## config.mk

```make
export PLATFORM = sky130hd
export DESIGN_NAME = adc_capture_packer
export DESIGN_NICKNAME = d
export VERILOG_FILES = /design/src/rtl/adc_cap_pkg.sv /design/src/rtl/adc_capture_packer_fifo.sv /design/src/rtl/adc_capture_packer.sv
export SDC_FILE = /design/constraint.sdc
export NUM_CORES = 2
export LEC_CHECK = 0
export ABC_AREA = 1
export ABC_CLOCK_PERIOD_IN_PS = 18250
export CAP_MARGIN = 20
export CORE_MARGIN = 2
export CORE_UTILIZATION = 66
export DETAILED_ROUTE_END_ITERATION = 10
export GPL_ROUTABILITY_DRIVEN = 1
export HOLD_SLACK_MARGIN = 0.08
export PLACE_DENSITY_LB_ADDON = 0.25
export SETUP_SLACK_MARGIN = 0.02
export SKIP_LAST_GASP = 1
export SLEW_MARGIN = 20
export SYNTH_ARGS = -nofsm -noshare
export SYNTH_HDL_FRONTEND = slang
export SYNTH_SLANG_ARGS = --single-unit
```

## constraint.sdc

```tcl
create_clock -name axi_aclk -period 18.25 [get_ports axi_aclk]
set_input_delay 2.7375 -clock axi_aclk [delete_from_list [all_inputs] [get_ports axi_aclk]]
set_output_delay 2.7375 -clock axi_aclk [all_outputs]
set_load 0.05 [all_outputs]
```

## src/rtl/adc_cap_pkg.sv

```systemverilog
// Shared types and widths for the ADC capture packer.
package adc_cap_pkg;

  localparam int SAMPLE_W       = 16;
  localparam int LANES          = 4;
  localparam int IN_W           = SAMPLE_W * LANES;
  localparam int OUT_W          = 2 * IN_W;
  localparam int BYTES_PER_BEAT = OUT_W / 8;

  typedef enum logic [2:0] {
    IDLE    = 3'd0,
    ARMED   = 3'd1,
    CAPTURE = 3'd2,
    DRAIN   = 3'd3,
    DONE    = 3'd4
  } cap_state_e;

endpackage

```

## src/rtl/adc_capture_packer_fifo.sv

```systemverilog
// Single-clock beat FIFO with a registered output stage.
// Occupancy counts the output register, so DEPTH beats fit in total.
module axis_sync_fifo #(
  parameter int WIDTH = 129,
  parameter int DEPTH = 16
) (
  input  logic             clk,
  input  logic             rst,
  input  logic             flush,
  input  logic             push,
  input  logic [WIDTH-1:0] push_data,
  output logic             full,
  output logic             empty,
  output logic             out_valid,
  input  logic             out_ready,
  output logic [WIDTH-1:0] out_data
);

  localparam int AW = $clog2(DEPTH);

  logic [WIDTH-1:0] mem_q [DEPTH];
  logic [AW-1:0]    wr_ptr_q, wr_ptr_d, rd_ptr_q, rd_ptr_d;
  logic [AW:0]      mem_cnt_q, mem_cnt_d, occ;
  logic             out_vld_q, out_vld_d;
  logic [WIDTH-1:0] out_data_q, out_data_d;
  logic             wr_en, pop, load;

  // Pointer/count bookkeeping and output-stage refill.
  always_comb begin
    occ        = mem_cnt_q + {{AW{1'b0}}, out_vld_q};
    full       = (occ == (AW+1)'(DEPTH));
    empty      = (mem_cnt_q == '0) && !out_vld_q;
    wr_en      = push && !full;
    pop        = out_vld_q && out_ready;
    load       = (mem_cnt_q != '0) && (!out_vld_q || pop);
    wr_ptr_d   = wr_en ? wr_ptr_q + 1'b1 : wr_ptr_q;
    rd_ptr_d   = load ? rd_ptr_q + 1'b1 : rd_ptr_q;
    mem_cnt_d  = mem_cnt_q + {{AW{1'b0}}, wr_en} - {{AW{1'b0}}, load};
    out_vld_d  = load || (out_vld_q && !pop);
    out_data_d = load ? mem_q[rd_ptr_q] : out_data_q;
  end

  // Storage array; contents need no reset since the count guards reads.
  always_ff @(posedge clk) begin
    if (wr_en) mem_q[wr_ptr_q] <= push_data;
  end

  // Control registers; flush behaves as a local reset.
  always_ff @(posedge clk) begin
    if (rst || flush) begin
      wr_ptr_q   <= '0;
      rd_ptr_q   <= '0;
      mem_cnt_q  <= '0;
      out_vld_q  <= 1'b0;
      out_data_q <= '0;
    end else begin
      wr_ptr_q   <= wr_ptr_d;
      rd_ptr_q   <= rd_ptr_d;
      mem_cnt_q  <= mem_cnt_d;
      out_vld_q  <= out_vld_d;
      out_data_q <= out_data_d;
    end
  end

  assign out_valid = out_vld_q;
  assign out_data  = out_data_q;

endmodule

```

## src/rtl/adc_capture_packer.sv

```systemverilog
// Triggered ADC capture: packs 64-bit words into 128-bit AXIS beats.
// Optional build macro TEST_PATTERN_EN replaces ADC data with a lane ramp.
//
// state   | meaning
// IDLE    | waiting for arm
// ARMED   | cap_size latched, waiting for trigger rising edge
// CAPTURE | packing words until target beat count produced
// DRAIN   | waiting for FIFO and in-flight beat to empty
// DONE    | capture complete, cap_done asserted
module adc_capture_packer
  import adc_cap_pkg::*;
#(
  parameter int FIFO_DEPTH = 16
) (
  input  logic             axi_aclk,
  input  logic             axi_rst,
  input  logic [IN_W-1:0]  s_adc_tdata,
  input  logic             s_adc_tvalid,
  input  logic             trig_in,
  input  logic             arm,
  input  logic             write_reset,
  input  logic [31:0]      cap_size,
  output logic [OUT_W-1:0] m_axis_tdata,
  output logic             m_axis_tvalid,
  input  logic             m_axis_tready,
  output logic             m_axis_tlast,
  output logic             capturing,
  output logic             cap_done,
  output logic             overflow,
  output logic [31:0]      beat_count
);

  cap_state_e       state_q, state_d;
  logic             trig_q;
  logic [31:0]      cap_size_q, cap_size_d;
  logic [31:0]      remaining_q, remaining_d;
  logic             phase_q, phase_d;
  logic [IN_W-1:0]  low_q, low_d;
  logic             beat_vld_q, beat_vld_d;
  logic             beat_last_q, beat_last_d;
  logic [OUT_W-1:0] beat_q, beat_d;
  logic [31:0]      beat_count_q, beat_count_d;
  logic             overflow_q, overflow_d;
  logic             cap_done_q, cap_done_d;

  logic [31:0]      target_beats;
  logic             trig_edge, arm_ok, accept, beat_fire;
  logic [IN_W-1:0]  word;
  logic             fifo_full, fifo_empty;
  logic [OUT_W:0]   fifo_out;

`ifdef TEST_PATTERN_EN
  logic [SAMPLE_W-1:0] ramp_q, ramp_d;

  // Ramp source: lane i carries ramp+i, advancing on every valid cycle.
  always_comb begin
    word = '0;
    for (int i = 0; i < LANES; i++) begin
      word[i*SAMPLE_W +: SAMPLE_W] = ramp_q + SAMPLE_W'(i);
    end
    ramp_d = ramp_q;
    if (arm_ok)            ramp_d = '0;
    else if (s_adc_tvalid) ramp_d = ramp_q + SAMPLE_W'(LANES);
  end

  // Ramp register, restarts on reset/abort.
  always_ff @(posedge axi_aclk) begin
    if (axi_rst || write_reset) ramp_q <= '0;
    else                        ramp_q <= ramp_d;
  end
`else
  assign word = s_adc_tdata;
`endif

  // Next-state, packing and status computation.
  always_comb begin
    target_beats = cap_size_q >> 4;
    trig_edge    = trig_in && !trig_q;
    arm_ok       = arm && (state_q == IDLE || state_q == DONE);
    accept       = s_adc_tvalid &&
                   (state_q == CAPTURE ||
                    (state_q == ARMED && trig_edge && target_beats != '0));
    beat_fire    = accept && phase_q;

    state_d      = state_q;
    cap_size_d   = cap_size_q;
    remaining_d  = remaining_q;
    phase_d      = accept ? !phase_q : phase_q;
    low_d        = (accept && !phase_q) ? word : low_q;
    beat_vld_d   = beat_fire;
    beat_last_d  = beat_fire && (remaining_q == 32'd1);
    beat_d       = beat_fire ? {word, low_q} : beat_q;
    beat_count_d = beat_count_q;
    overflow_d   = overflow_q;
    cap_done_d   = (state_q == DONE) && !arm_ok;

    if (beat_vld_q) begin
      if (fifo_full)                  overflow_d   = 1'b1;
      else if (beat_count_q != '1)    beat_count_d = beat_count_q + 32'd1;
    end

    case (state_q)
      IDLE, DONE: if (arm_ok) state_d = ARMED;
      ARMED: begin
        if (trig_edge) begin
          remaining_d = target_beats;
          state_d     = (target_beats == '0) ? DONE : CAPTURE;
        end
      end
      CAPTURE: begin
        if (beat_fire) begin
          remaining_d = remaining_q - 32'd1;
          if (remaining_q == 32'd1) state_d = DRAIN;
        end
      end
      DRAIN: if (fifo_empty && !beat_vld_q) state_d = DONE;
      default: state_d = IDLE;
    endcase

    if (arm_ok) begin
      cap_size_d   = cap_size;
      phase_d      = 1'b0;
      beat_count_d = '0;
      overflow_d   = 1'b0;
    end
  end

  // Control state; write_reset clears everything except the latched size.
  always_ff @(posedge axi_aclk) begin
    if (axi_rst || write_reset) begin
      state_q      <= IDLE;
      trig_q       <= 1'b0;
      remaining_q  <= '0;
      phase_q      <= 1'b0;
      low_q        <= '0;
      beat_vld_q   <= 1'b0;
      beat_last_q  <= 1'b0;
      beat_q       <= '0;
      beat_count_q <= '0;
      overflow_q   <= 1'b0;
      cap_done_q   <= 1'b0;
      if (axi_rst) cap_size_q <= '0;
    end else begin
      state_q      <= state_d;
      trig_q       <= trig_in;
      cap_size_q   <= cap_size_d;
      remaining_q  <= remaining_d;
      phase_q      <= phase_d;
      low_q        <= low_d;
      beat_vld_q   <= beat_vld_d;
      beat_last_q  <= beat_last_d;
      beat_q       <= beat_d;
      beat_count_q <= beat_count_d;
      overflow_q   <= overflow_d;
      cap_done_q   <= cap_done_d;
    end
  end

  axis_sync_fifo #(
    .WIDTH (OUT_W + 1),
    .DEPTH (FIFO_DEPTH)
  ) u_fifo (
    .clk       (axi_aclk),
    .rst       (axi_rst),
    .flush     (write_reset),
    .push      (beat_vld_q),
    .push_data ({beat_last_q, beat_q}),
    .full      (fifo_full),
    .empty     (fifo_empty),
    .out_valid (m_axis_tvalid),
    .out_ready (m_axis_tready),
    .out_data  (fifo_out)
  );

  assign m_axis_tdata = fifo_out[OUT_W-1:0];
  assign m_axis_tlast = fifo_out[OUT_W];
  assign capturing    = (state_q == CAPTURE);
  assign cap_done     = cap_done_q;
  assign overflow     = overflow_q;
  assign beat_count   = beat_count_q;

endmodule

```

==> metrics <==
ys flop type edfxtp_1; Design Power between 10 and 15 mW; Setup CP Type in -> reg; Slew HR 0.0883; clock slew at reported path FFs 60 ps; share of post-route cells with drive strength above 1 0.0555; Cell Area, Synth just under 100,000 µm²; CTS sink cnt 2,500; type of origin of the critical path input pin; asr flop ratio synth 0; CP max stage cell buf_4; Clock Path Buffers 3; worst vdd ir 0.270 mV; CP arrival ~6700 ps; top post-synthesis cells by count edfxtp_1, nor2_1, nand2_1; Final Hold Violating Endpoints 0; port bufs between 200 and 300; cts bufs inserted between 200 and 250; Initial Utilization 0.664; DR pass1 iterations 8; Tcrit/Tclk final 0.330; Syn Inst Count between 8,000 and 9,000; status completed; Setup Buffers After CTS 0; first-pass GRT wire length 396,000 µm; CORE AREA between 100,000 and 150,000 µm²; post-CTS resize count 0; Worst EP required about 19,000 ps; Pwr Density around 130 nW/µm²; WP buf/inv 5; root buffer cell clkbuf_16; Die Area 154,000 µm²; drt total wl 266,000 µm; crit path launch m_axis_tready; ranking of synthesized cells by area edfxtp_1, dfxtp_1, nor2_1; synth warn 0; vias per inst 6.33; Max Cap Violations 0; share of the synthesized area in the top cell type 0.633; P&R area growth vs syn 11.2%; Final Non-Filler Cells around 11,000; nets@finish 8,771; Min Clock Period, post-route 6020 ps; Max FO, Critical Path 154; post-DR wirelength/cell roughly 24 µm; final slew viol count 0; CP Capture Type flip-flop; Tot GR Track Use 0.345; initial antenna violation count 21; Synth area leader edfxtp_1; Iter 0 DRT Violations 8,870; vias in the first global route around 67,000; top-count cell post-synth edfxtp_1; fmax about 0.17 GHz; ANT nets after route 0; Boundary Pins ~270; worst hold path type reg -> reg; via count 68,900; syn nets roughly 9,000; delay-heaviest family, CP buffers and inverters; final setup fails 0; DRC violation count after routing 0; CP cell instances clkdlybuf4s50_1, nor2_1, a21oi_4, buf_12, buf_4, buf_4, inv_1, nor2_1, nand3_1, o21ai_0, a21oi_1; Hold Buf Count CTS 0; CTS tree built; Die Y between 300 and 400 µm; largest net degree at the start of global routing about 260; Setup TNS 0 ps; leak pwr slightly below 40 nW; row count approximately 140; crit-path max cell delay ~900 ps; worst slew pin tran around 1400 ps; RSZ-0062 raised after global routing no; Critical R2R Launch u_fifo.out_valid; Seq/Total Area, Yosys 0.715; EDFF count, synth about 2,100; Hold Startpoint low_q[38]; Worst Clk Skew roughly 30 ps; hpwl dp about 130,000 µm; distinct cell type count of the synthesized netlist 44; dpl cells roughly 10,000; die width between 300 and 400 µm; routability cong. between 0.8 and 0.9; register bit count reported by yosys approximately 2,500; clk_lat worst skew roughly 860 ps; gr ovfl total 0; H-tree Lvls 4; Avg Inst Size Synth roughly 12 µm²
==> placed cells by master, fill, tap and decap left out, types with 4 or more instances in the layout <==
cell	n
a21oi_1	102
a31oi_1	9
buf_12	10
buf_4	86
bufinv_16	15
clkbuf_1	65
clkbuf_16	237
clkbuf_8	30
clkdlybuf4s50_1	263
clkinv_1	29
clkinv_2	46
clkinv_4	5
clkinvlp_4	9
dfxtp_1	404
dfxtp_4	4
diode_2	10
edfxtp_1	2092
ha_1	18
inv_1	436
inv_2	6
inv_6	7
nand2_1	1184
nand3_1	659
nand4_1	16
nor2_1	1633
nor2_4	18
nor3_1	18
o211ai_1	218
o21ai_0	863
o21ai_1	21
o221ai_1	225
o22ai_1	57
xnor2_1	15
xor2_1	26
==> where the power goes <==
part	total (mW)	internal (mW)	leakage [nW]	switching, mW
combinational	3.33	0.925	13.7	2.41
sequential	6.37	6.22	21.5	0.147
clock	4.79	2.72	3.72	2.07
==> registers in the layout, summed over array words and instances (netlist names) <==
| name | flops |
|---|---|
| beat_q | 128 |
| overflow | 1 |
| u_fifo.wr_ptr_q | 4 |
| beat_count | 32 |
| phase_q | 1 |
| trig_q | 1 |
| u_fifo.mem_cnt_q | 5 |
| low_q | 64 |
| beat_last_q | 1 |
| u_fifo.mem_q | 2064 |
| cap_size_q | 28 |
| u_fifo.out_valid | 1 |
| u_fifo.out_data | 129 |
| remaining_q | 32 |
| cap_done | 1 |
| beat_vld_q | 1 |
| u_fifo.rd_ptr_q | 4 |
| state_q | 3 |
==> cell type report <==
cell class              instances  area (µm²)
flip-flops and latches       2500       71000
inverters                     447        1720
multi-input cells            5106       24000
repair buffers                361        3500
clock buffers                 332        6590
well taps                    2016        2520
clock inverters               112         997
diodes                         10        25.0
fillers                      9419       39200
==> layer usage <==
| metal | GRT usage | vias up | share of wire | routed length [µm] |
|---|---|---|---|---|
| met4 | 0.159 | 32 | 0.047 | 12500 |
| met3 | 0.0743 | 804 | 0.12 | 32300 |
| li1 | - | 30400 | - | - |
| met1 | 0.460 | 33200 | 0.37 | 97200 |
| met2 | 0.549 | 4442 | 0.47 | 124000 |
| met5 | 0 | - | 0.00076 | 202 |
==> stage by stage <==
step | area [µm²] | hold WS (ps) | setup WS (ps) | util
after CTS | 110000 | 491 | 12410 | 0.738
final | 110000 | 487 | 12230 | 0.738
after floorplan | 99300 | 448 | 10590 | -
after global placement | 103000 | 460 | 11570 | 0.687
after detailed placement | 103000 | 470 | 11580 | 0.687
after global routing | 110000 | 509 | 12140 | 0.738
==> path summary, 6_finish.rpt <==
kind	to	slack [ps]	depth (start not counted)
worst min register to register	beat_q[38]	490	2
worst max-delay path	u_fifo.rd_ptr_q[3]	12230	11
worst max register to register	u_fifo.mem_q[10][0]	12800	14
worst min-delay path	beat_q[38]	490	2
==> logic make-up after synthesis <==
logic type	Yosys count	share of synthesized area
AND/OR/NAND/NOR	3542	0.143
XOR/XNOR	41	0.00362
flip-flops	2500	0.715
adder cells (fa/ha/maj)	19	0.00247
buffers and inverters	1014	0.0444
AO/OA/AOI/OAI	1504	0.0910
==> worst register-to-register path: stages (launching register included) <==
cell	delay [ps]
dfxtp_1	340
ha_1	240
ha_1	230
nor2_1	110
nor2_1	50
nand2_1	50
nor2_1	40
nand2_1	80
nand2_1	130
inv_2	190
nand2_1	270
nor2_4	880
buf_4	790
buf_4	880
buf_4	720
Note: power is estimated with default switching activity, not from simulation.
